**src/rtl/sl_pkg.sv**
```systemverilog
// Shared definitions for the SL bridge/arbiter codebase.
// Contents: word layout (SL_WORD_W, HMB/LMB modifier field bounds), modifier codes,
// arbiter FSM state type and a helper that assembles a tagged word.
package sl_pkg;

    localparam int unsigned SL_WORD_W = 34;
    localparam int unsigned HMB       = 33;  // high bit of the modifier field
    localparam int unsigned LMB       = 32;  // low bit of the modifier field

    localparam logic [1:0] CONFIG_MODIFIER  = 2'd0;
    localparam logic [1:0] DATA_MODIFIER    = 2'd1;
    localparam logic [1:0] STATUS_MODIFIER  = 2'd2;
    localparam logic [1:0] CHANNEL_MODIFIER = 2'd3;

    typedef enum logic [1:0] {
        StIdle,
        StMarker,
        StData,
        StHold
    } arb_state_e;

    function automatic logic [SL_WORD_W-1:0] sl_make_word(input logic [1:0]  modifier,
                                                          input logic [31:0] payload);
        logic [SL_WORD_W-1:0] w;
        w            = '0;
        w[HMB:LMB]   = modifier;
        w[LMB-1:0]   = payload;
        return w;
    endfunction

endpackage

```
**src/rtl/sl_rr_picker.sv**
```systemverilog
// Combinational round-robin picker.
// Ports:
//   req   - request vector, one bit per source
//   ptr   - last granted index; search starts at ptr+1 and wraps modulo N_SRC
//   grant - first requesting index found in search order
//   found - at least one request is set
module sl_rr_picker #(
    parameter int unsigned N_SRC = 4,
    parameter int unsigned SRC_W = $clog2(N_SRC)
) (
    input  logic [N_SRC-1:0] req,
    input  logic [SRC_W-1:0] ptr,
    output logic [SRC_W-1:0] grant,
    output logic             found
);

    logic [SRC_W-1:0] idx;

    always_comb begin
        grant = '0;
        found = 1'b0;
        idx   = '0;
        // Walk from the farthest offset to the nearest so the nearest requester wins.
        for (int off = int'(N_SRC); off >= 1; off--) begin
            idx = SRC_W'((int'(ptr) + off) % int'(N_SRC));
            if (req[idx]) begin
                grant = idx;
                found = 1'b1;
            end
        end
    end

endmodule

```
**src/rtl/sl_fifo_arbiter.sv**
```systemverilog
// Merges N_SRC bridge response streams into the single 34-bit host write FIFO.
// Round-robin grant with bounded bursts; a CHANNEL-modifier marker word is emitted
// whenever the emitting source changes (and after reset).
// Optional build macro: SL_ARB_PRIO0_EN - source 0 gets strict priority and may
// truncate another source's burst.
// Ports:
//   clk, rst_n       - clock, asynchronous active-low reset
//   src_valid        - source i holds a word
//   src_data         - source i word at [34*i+33:34*i]
//   src_ready        - one-cycle pop pulse to the granted source
//   fifo_write_full  - write FIFO full
//   fifo_write_data  - registered word to the FIFO
//   fifo_write_inc   - one-cycle write pulse
//   cur_src          - currently granted source index
//   busy             - FSM not idle
module sl_fifo_arbiter
    import sl_pkg::*;
#(
    parameter int unsigned N_SRC     = 4,
    parameter int unsigned MAX_BURST = 8,
    parameter int unsigned SRC_W     = $clog2(N_SRC)
) (
    input  logic                       clk,
    input  logic                       rst_n,
    input  logic [N_SRC-1:0]           src_valid,
    input  logic [SL_WORD_W*N_SRC-1:0] src_data,
    output logic [N_SRC-1:0]           src_ready,
    input  logic                       fifo_write_full,
    output logic [SL_WORD_W-1:0]       fifo_write_data,
    output logic                       fifo_write_inc,
    output logic [SRC_W-1:0]           cur_src,
    output logic                       busy
);

    arb_state_e           state_q, state_d;
    logic [SRC_W-1:0]     rr_ptr_q, rr_ptr_d;
    logic [SRC_W-1:0]     last_src_q, last_src_d;
    logic                 last_valid_q, last_valid_d;
    logic [7:0]           burst_cnt_q, burst_cnt_d;
    logic [SRC_W-1:0]     cur_src_q, cur_src_d;
    logic [SL_WORD_W-1:0] wdata_q, wdata_d;
    logic                 winc_q, winc_d;
    logic [N_SRC-1:0]     ready_q, ready_d;

    logic [SL_WORD_W-1:0] words [N_SRC];
    logic [SRC_W-1:0]     rr_grant;
    logic                 rr_found;
    logic [SRC_W-1:0]     idle_grant;
    logic                 idle_found;
    logic                 truncate;

    always_comb begin
        for (int i = 0; i < int'(N_SRC); i++) begin
            words[i] = src_data[SL_WORD_W*i +: SL_WORD_W];
        end
    end

    sl_rr_picker #(
        .N_SRC (N_SRC),
        .SRC_W (SRC_W)
    ) u_rr_picker (
        .req   (src_valid),
        .ptr   (rr_ptr_q),
        .grant (rr_grant),
        .found (rr_found)
    );

`ifdef SL_ARB_PRIO0_EN
    logic [SRC_W-1:0] prio_grant;
    logic             prio_found;

    // Only bit 0 survives the mask; starting the search at 0 makes it resolve to 0.
    sl_rr_picker #(
        .N_SRC (N_SRC),
        .SRC_W (SRC_W)
    ) u_prio_picker (
        .req   (src_valid & N_SRC'(1)),
        .ptr   (SRC_W'(N_SRC - 1)),
        .grant (prio_grant),
        .found (prio_found)
    );

    assign idle_grant = prio_found ? prio_grant : rr_grant;
    assign idle_found = rr_found;
    assign truncate   = (cur_src_q != '0) && src_valid[0];
`else
    assign idle_grant = rr_grant;
    assign idle_found = rr_found;
    assign truncate   = 1'b0;
`endif

    // State register
    always_ff @(posedge clk or negedge rst_n) begin
        if (!rst_n) begin
            state_q      <= StIdle;
            rr_ptr_q     <= SRC_W'(N_SRC - 1);
            last_src_q   <= '0;
            last_valid_q <= 1'b0;
            burst_cnt_q  <= '0;
            cur_src_q    <= '0;
            wdata_q      <= '0;
            winc_q       <= 1'b0;
            ready_q      <= '0;
        end else begin
            state_q      <= state_d;
            rr_ptr_q     <= rr_ptr_d;
            last_src_q   <= last_src_d;
            last_valid_q <= last_valid_d;
            burst_cnt_q  <= burst_cnt_d;
            cur_src_q    <= cur_src_d;
            wdata_q      <= wdata_d;
            winc_q       <= winc_d;
            ready_q      <= ready_d;
        end
    end

    // Next state
    always_comb begin
        state_d      = state_q;
        rr_ptr_d     = rr_ptr_q;
        last_src_d   = last_src_q;
        last_valid_d = last_valid_q;
        burst_cnt_d  = burst_cnt_q;
        cur_src_d    = cur_src_q;
        wdata_d      = wdata_q;
        winc_d       = 1'b0;
        ready_d      = '0;

        unique case (state_q)
            StIdle: begin
                if (idle_found) begin
                    cur_src_d   = idle_grant;
                    burst_cnt_d = '0;
                    if (!last_valid_q || (idle_grant != last_src_q)) begin
                        state_d = StMarker;
                    end else begin
                        state_d = StData;
                    end
                end
            end
            StMarker: begin
                if (!fifo_write_full) begin
                    wdata_d      = sl_make_word(CHANNEL_MODIFIER, 32'(cur_src_q));
                    winc_d       = 1'b1;
                    last_src_d   = cur_src_q;
                    last_valid_d = 1'b1;
                    state_d      = StData;
                end
            end
            StData: begin
                if (!src_valid[cur_src_q]) begin
                    rr_ptr_d = cur_src_q;
                    state_d  = StIdle;
                end else if (!fifo_write_full) begin
                    wdata_d            = words[cur_src_q];
                    winc_d             = 1'b1;
                    ready_d[cur_src_q] = 1'b1;
                    burst_cnt_d        = burst_cnt_q + 8'd1;
                    state_d            = StHold;
                end
            end
            StHold: begin
                // Source updates valid/data during this cycle; DATA re-evaluates next.
                if ((burst_cnt_q == 8'(MAX_BURST)) || truncate) begin
                    rr_ptr_d = cur_src_q;
                    state_d  = StIdle;
                end else begin
                    state_d = StData;
                end
            end
            default: state_d = StIdle;
        endcase
    end

    // Outputs
    always_comb begin
        src_ready       = ready_q;
        fifo_write_data = wdata_q;
        fifo_write_inc  = winc_q;
        cur_src         = cur_src_q;
        busy            = (state_q != StIdle);
    end

endmodule

```
**config.mk**
```make
export PLATFORM = sky130hd
export DESIGN_NAME = sl_fifo_arbiter
export DESIGN_NICKNAME = d
export VERILOG_FILES = /design/src/rtl/sl_pkg.sv /design/src/rtl/sl_rr_picker.sv /design/src/rtl/sl_fifo_arbiter.sv
export SDC_FILE = /design/constraint.sdc
export NUM_CORES = 1
export LEC_CHECK = 0
export CAP_MARGIN = 40
export CORE_MARGIN = 4
export CORE_UTILIZATION = 39
export DETAILED_ROUTE_END_ITERATION = 16
export HOLD_SLACK_MARGIN = 0.05
export PLACE_DENSITY_LB_ADDON = 0.05
export RECOVER_POWER = 25
export SLEW_MARGIN = 0
export SYNTH_ARGS = -nofsm -noshare
export SYNTH_HDL_FRONTEND = slang
export SYNTH_SLANG_ARGS = --single-unit
```
**constraint.sdc**
```tcl
create_clock -name clk -period 3.6 [get_ports clk]
set_input_delay 0.9 -clock clk [delete_from_list [all_inputs] [get_ports clk]]
set_output_delay 0.9 -clock clk [all_outputs]
set_load 0.1 [all_outputs]
```
==> flow_metrics.env <==
export IMPL_status="finished clean"
export IMPL_synth_cells=269
export IMPL_r2r_start="state_q[0]$_DFFE_PN0P_"
export IMPL_slew_headroom_pct=8.281
export IMPL_gr_total_overflow=0
export IMPL_fmaxAchievable_mhz=387.5
export IMPL_final_util_pct=62.82
export IMPL_worstHoldEndpoint="last_valid_q$_DFFE_PN0P_"
export IMPL_htreeDepth=2
export IMPL_dieArea_um2=10350
export IMPL_r2r_end="burst_cnt_q[6]$_DFFE_PN0P_"
export IMPL_fin_cells=550
export IMPL_dieWidth_um=101.8
export IMPL_synth_top_area_share_pct=39.42
export IMPL_diodes=0
export IMPL_grt_busiest_layer="met2"
export IMPL_num_rows=33
export IMPL_seqPwrFrac_pct=24.4
export IMPL_synth_async_reset_ratio_pct=100.0
export IMPL_rrSetupSlack_ns=1.22
export IMPL_worstPathBufferInverterCount=1
export IMPL_rsz0062_at_grt="false"
export IMPL_gp_congestion=0.8523
export IMPL_netlist_top_cells_area="dfrtp_1, mux4_2, a22o_1, mux2i_1, buf_6"
export IMPL_routed_wl_um=11200
export IMPL_synthesis_nets=418
export IMPL_finalHoldViolCount=0
export IMPL_yosysSeqAreaShare_pct=40.95
export IMPL_finClkSkew_ns=0.002682
export IMPL_worstHoldStart="last_valid_q$_DFFE_PN0P_"
export IMPL_io_buffers=184
export IMPL_grtUsageMet1_pct=25.11
export IMPL_grt_pass1_vias=3107
export IMPL_maxSlewViolCount=0
export IMPL_critPathLaunchType="input port"
export IMPL_worstPathMaxFanout=39
export IMPL_final_area_um2=5265
export IMPL_drc=0
export IMPL_nNetsFinal=593
export IMPL_area_growth_pct=53.58
export IMPL_ys_ff_latch=56
export IMPL_vias=3048
export IMPL_ys_types=44
export IMPL_clock_sinks=56
export IMPL_cp_required_ns=3.86
export IMPL_insertion_delay_ns=0.32
export IMPL_grt_pass1_wl_um=16540
export IMPL_synthFlopType="dfrtp_1"
export IMPL_p_leak_nw=2.214
export IMPL_cpLargestDelayFamily="buffers and inverters"
export IMPL_ys_warn_count=0
export IMPL_reg2reg_depth=7
export IMPL_maxCapViolCount=0
export IMPL_clock_power_share_pct=8.5
export IMPL_fp_dieH_um=101.8
export IMPL_worstHoldPathType="reg2reg"
export IMPL_core_um2=8382
export IMPL_wire_per_inst_um=20.37
export IMPL_cts_buffers=5
export IMPL_yosysTopAreaCell="dfrtp_1"
export IMPL_tritoncts="done"
export IMPL_drt_initial_drc_count=87
export IMPL_period_share_pct=71.69
export IMPL_grt_use_total_pct=20.83
export IMPL_worstPathCellList="clkdlybuf4s50_1 > mux4_2 > and2_4 > nand2_1 > o31ai_1 > a22o_1"
export IMPL_cp_slowest_stage_delay_ns=0.62
export IMPL_final_layout_size_suffix_gt1_share_pct=22.25
export IMPL_antenna_found_initial=0
export IMPL_worst_pin_slew_ns=1.376
export IMPL_dpl_cell_count=542
export IMPL_switching_share_pct=53.64
export IMPL_use_met2_pct=37.32
export IMPL_ant_nets=0
export IMPL_critPathKind="in2reg"
export IMPL_syn_area_um2=3428
export IMPL_p_switching_w=0.002280
export IMPL_power_density_nw_per_um2=807.4
export IMPL_period_needed_ns=2.581
export IMPL_post_cts_buffers=0
export IMPL_crit_slowest_cell="clkdlybuf4s50_1"
export IMPL_ir_worst_vdd_mv=0.5929
export IMPL_cts_buffer_depth=2
export IMPL_critPathArrivalTime_ns=2.84
export IMPL_synth_edf_count=0
export IMPL_drt_first_pass_iters=4
export IMPL_clk_pin_slew_worst_paths_ns=0.11
export IMPL_ctsResizeCount=0
export IMPL_grt_max_degree=40
export IMPL_initial_core_util_pct=40.90
export IMPL_share_comb_of_total_power_pct=67.1
export IMPL_ctsRootBufferMaster="clkbuf_8"
export IMPL_ctsHoldBuffers=0
export IMPL_tns_ns=0
export IMPL_hold_path_depth=1
export IMPL_syn_area_per_cell_um2=12.74
export IMPL_end_kind="flop"
export IMPL_placed_cell_area_um2=5182
export IMPL_totalPowerFinal_w=0.004251
export IMPL_intPower_w=0.001971
export IMPL_via_per_inst=5.542
export IMPL_setup_viol=0
export IMPL_hpwlAfterDp_um=8627
export IMPL_pin_count=185
export IMPL_cp_startpoint="src_valid[3]"
export IMPL_met3_usage_pct=4.614
## cell type report
| cell class | count | area (µm²) |
|---|---|---|
| fill | 703 | 3117 |
| multi-input combinational | 182 | 1838 |
| timing repair buffer | 189 | 1760 |
| sequential | 56 | 1406 |
| tap | 105 | 131.4 |
| clock buffer | 5 | 68.82 |
| inverter | 10 | 37.54 |
| clock inverter | 3 | 22.52 |
## logic make-up (layout without fill, tap and decap cells)
| logic type | after synthesis | in the layout | share of synthesized area [%] |
|---|---|---|---|
| AOI/OAI and AO/OA | 62 | 62 | 15.26 |
| xor gates and xnor gates | 3 | 3 | 0.7666 |
| adders and majority gates | 6 | 6 | 2.190 |
| buffers and inverters | 31 | 207 | 5.438 |
| DFF | 56 | 56 | 40.95 |
| muxes | 46 | 46 | 25.95 |
| and+or+nand+nor | 65 | 65 | 9.453 |
## state kept, by name, indices dropped and copies added, names as in the netlist
signal and flops:
fifo_write_data 34, cur_src 2, fifo_write_inc 1, last_valid_q 1, src_ready 4, burst_cnt_q 8
last_src_q 2, rr_ptr_q 2, state_q 2
## layer usage
metal | vias to the layer above | wire (µm) | share of wire [%]
met3 | 7 | 911 | 8.1
met5 | - | 0 | 0
met4 | 0 | 97 | 0.87
met2 | 117 | 5910 | 53
li1 | 1389 | - | -
met1 | 1535 | 4285 | 38
## how the worst max path moves through the flow
stage                                            endpoint  slack [ns]  cells after the start
after floorplan           fifo_write_data[21]$_DFFE_PN0P_        1.20                      5
after global placement         burst_cnt_q[6]$_DFFE_PN0P_        0.79                      6
after detailed placement       burst_cnt_q[6]$_DFFE_PN0P_        0.70                      6
after CTS                      burst_cnt_q[6]$_DFFE_PN0P_        1.06                      6
after global routing               cur_src[0]$_DFFE_PN0P_        0.76                      2
final                          burst_cnt_q[6]$_DFFE_PN0P_        1.02                      6
## power groups by stage
stage	sequential, W	combinational [W]	clock [W]
2_1_floorplan	0.00198	0.00128	0
6_report	0.00104	0.00285	0.000361
3_5_place_dp	0.00106	0.00287	0
5_1_grt	0.00108	0.00300	0.000395
4_1_cts	0.00104	0.00288	0.000374
3_3_place_gp	0.00105	0.00285	0
## through the flow
stage / hold WS (ns) / setup slack [ns]
after floorplan: 0.4346 / 1.195
after global placement: 0.4594 / 0.7880
after detailed placement: 0.4655 / 0.6998
after CTS: 0.4573 / 1.056
after global routing: 0.4935 / 0.7615
final: 0.4885 / 1.019
## worst reg2reg max path: stages, from the launching register on
cell and delay, ns:
dfrtp_1 0.42, inv_1 0.10, ha_1 0.49, nor2b_1 0.27, and2_4 0.46, nand2_1 0.18
o31ai_1 0.26, a22o_1 0.16
## cells in the final DEF (no fill, tap or decap), types with 3 or more instances in the layout
master	n
ha_1	6
mux4_2	34
nand3_1	5
a22o_1	32
nand2b_1	5
a21oi_1	6
nor2b_1	6
clkdlybuf4s50_1	141
nor3_1	3
buf_4	45
dfrtp_1	52
inv_1	10
nor2_1	16
o21ai_0	7
clkbuf_1	3
nand2_1	18
nor4_1	3
clkbuf_8	5
mux2i_1	9
mux2_2	3
## synth_stat cells (all sizes together) (4+ instances only)
cell type and number:
inv 10, o21ai 8, nand2b 5, mux2i 9
nand3 5, ha 6, nor2 16, dfrtp 54
nor2b 6, a22o 32, clkbuf 4, a21oi 6
buf 17, nand2 18, mux4 34
No activity file was read; power rests on OpenSTA's default activity.
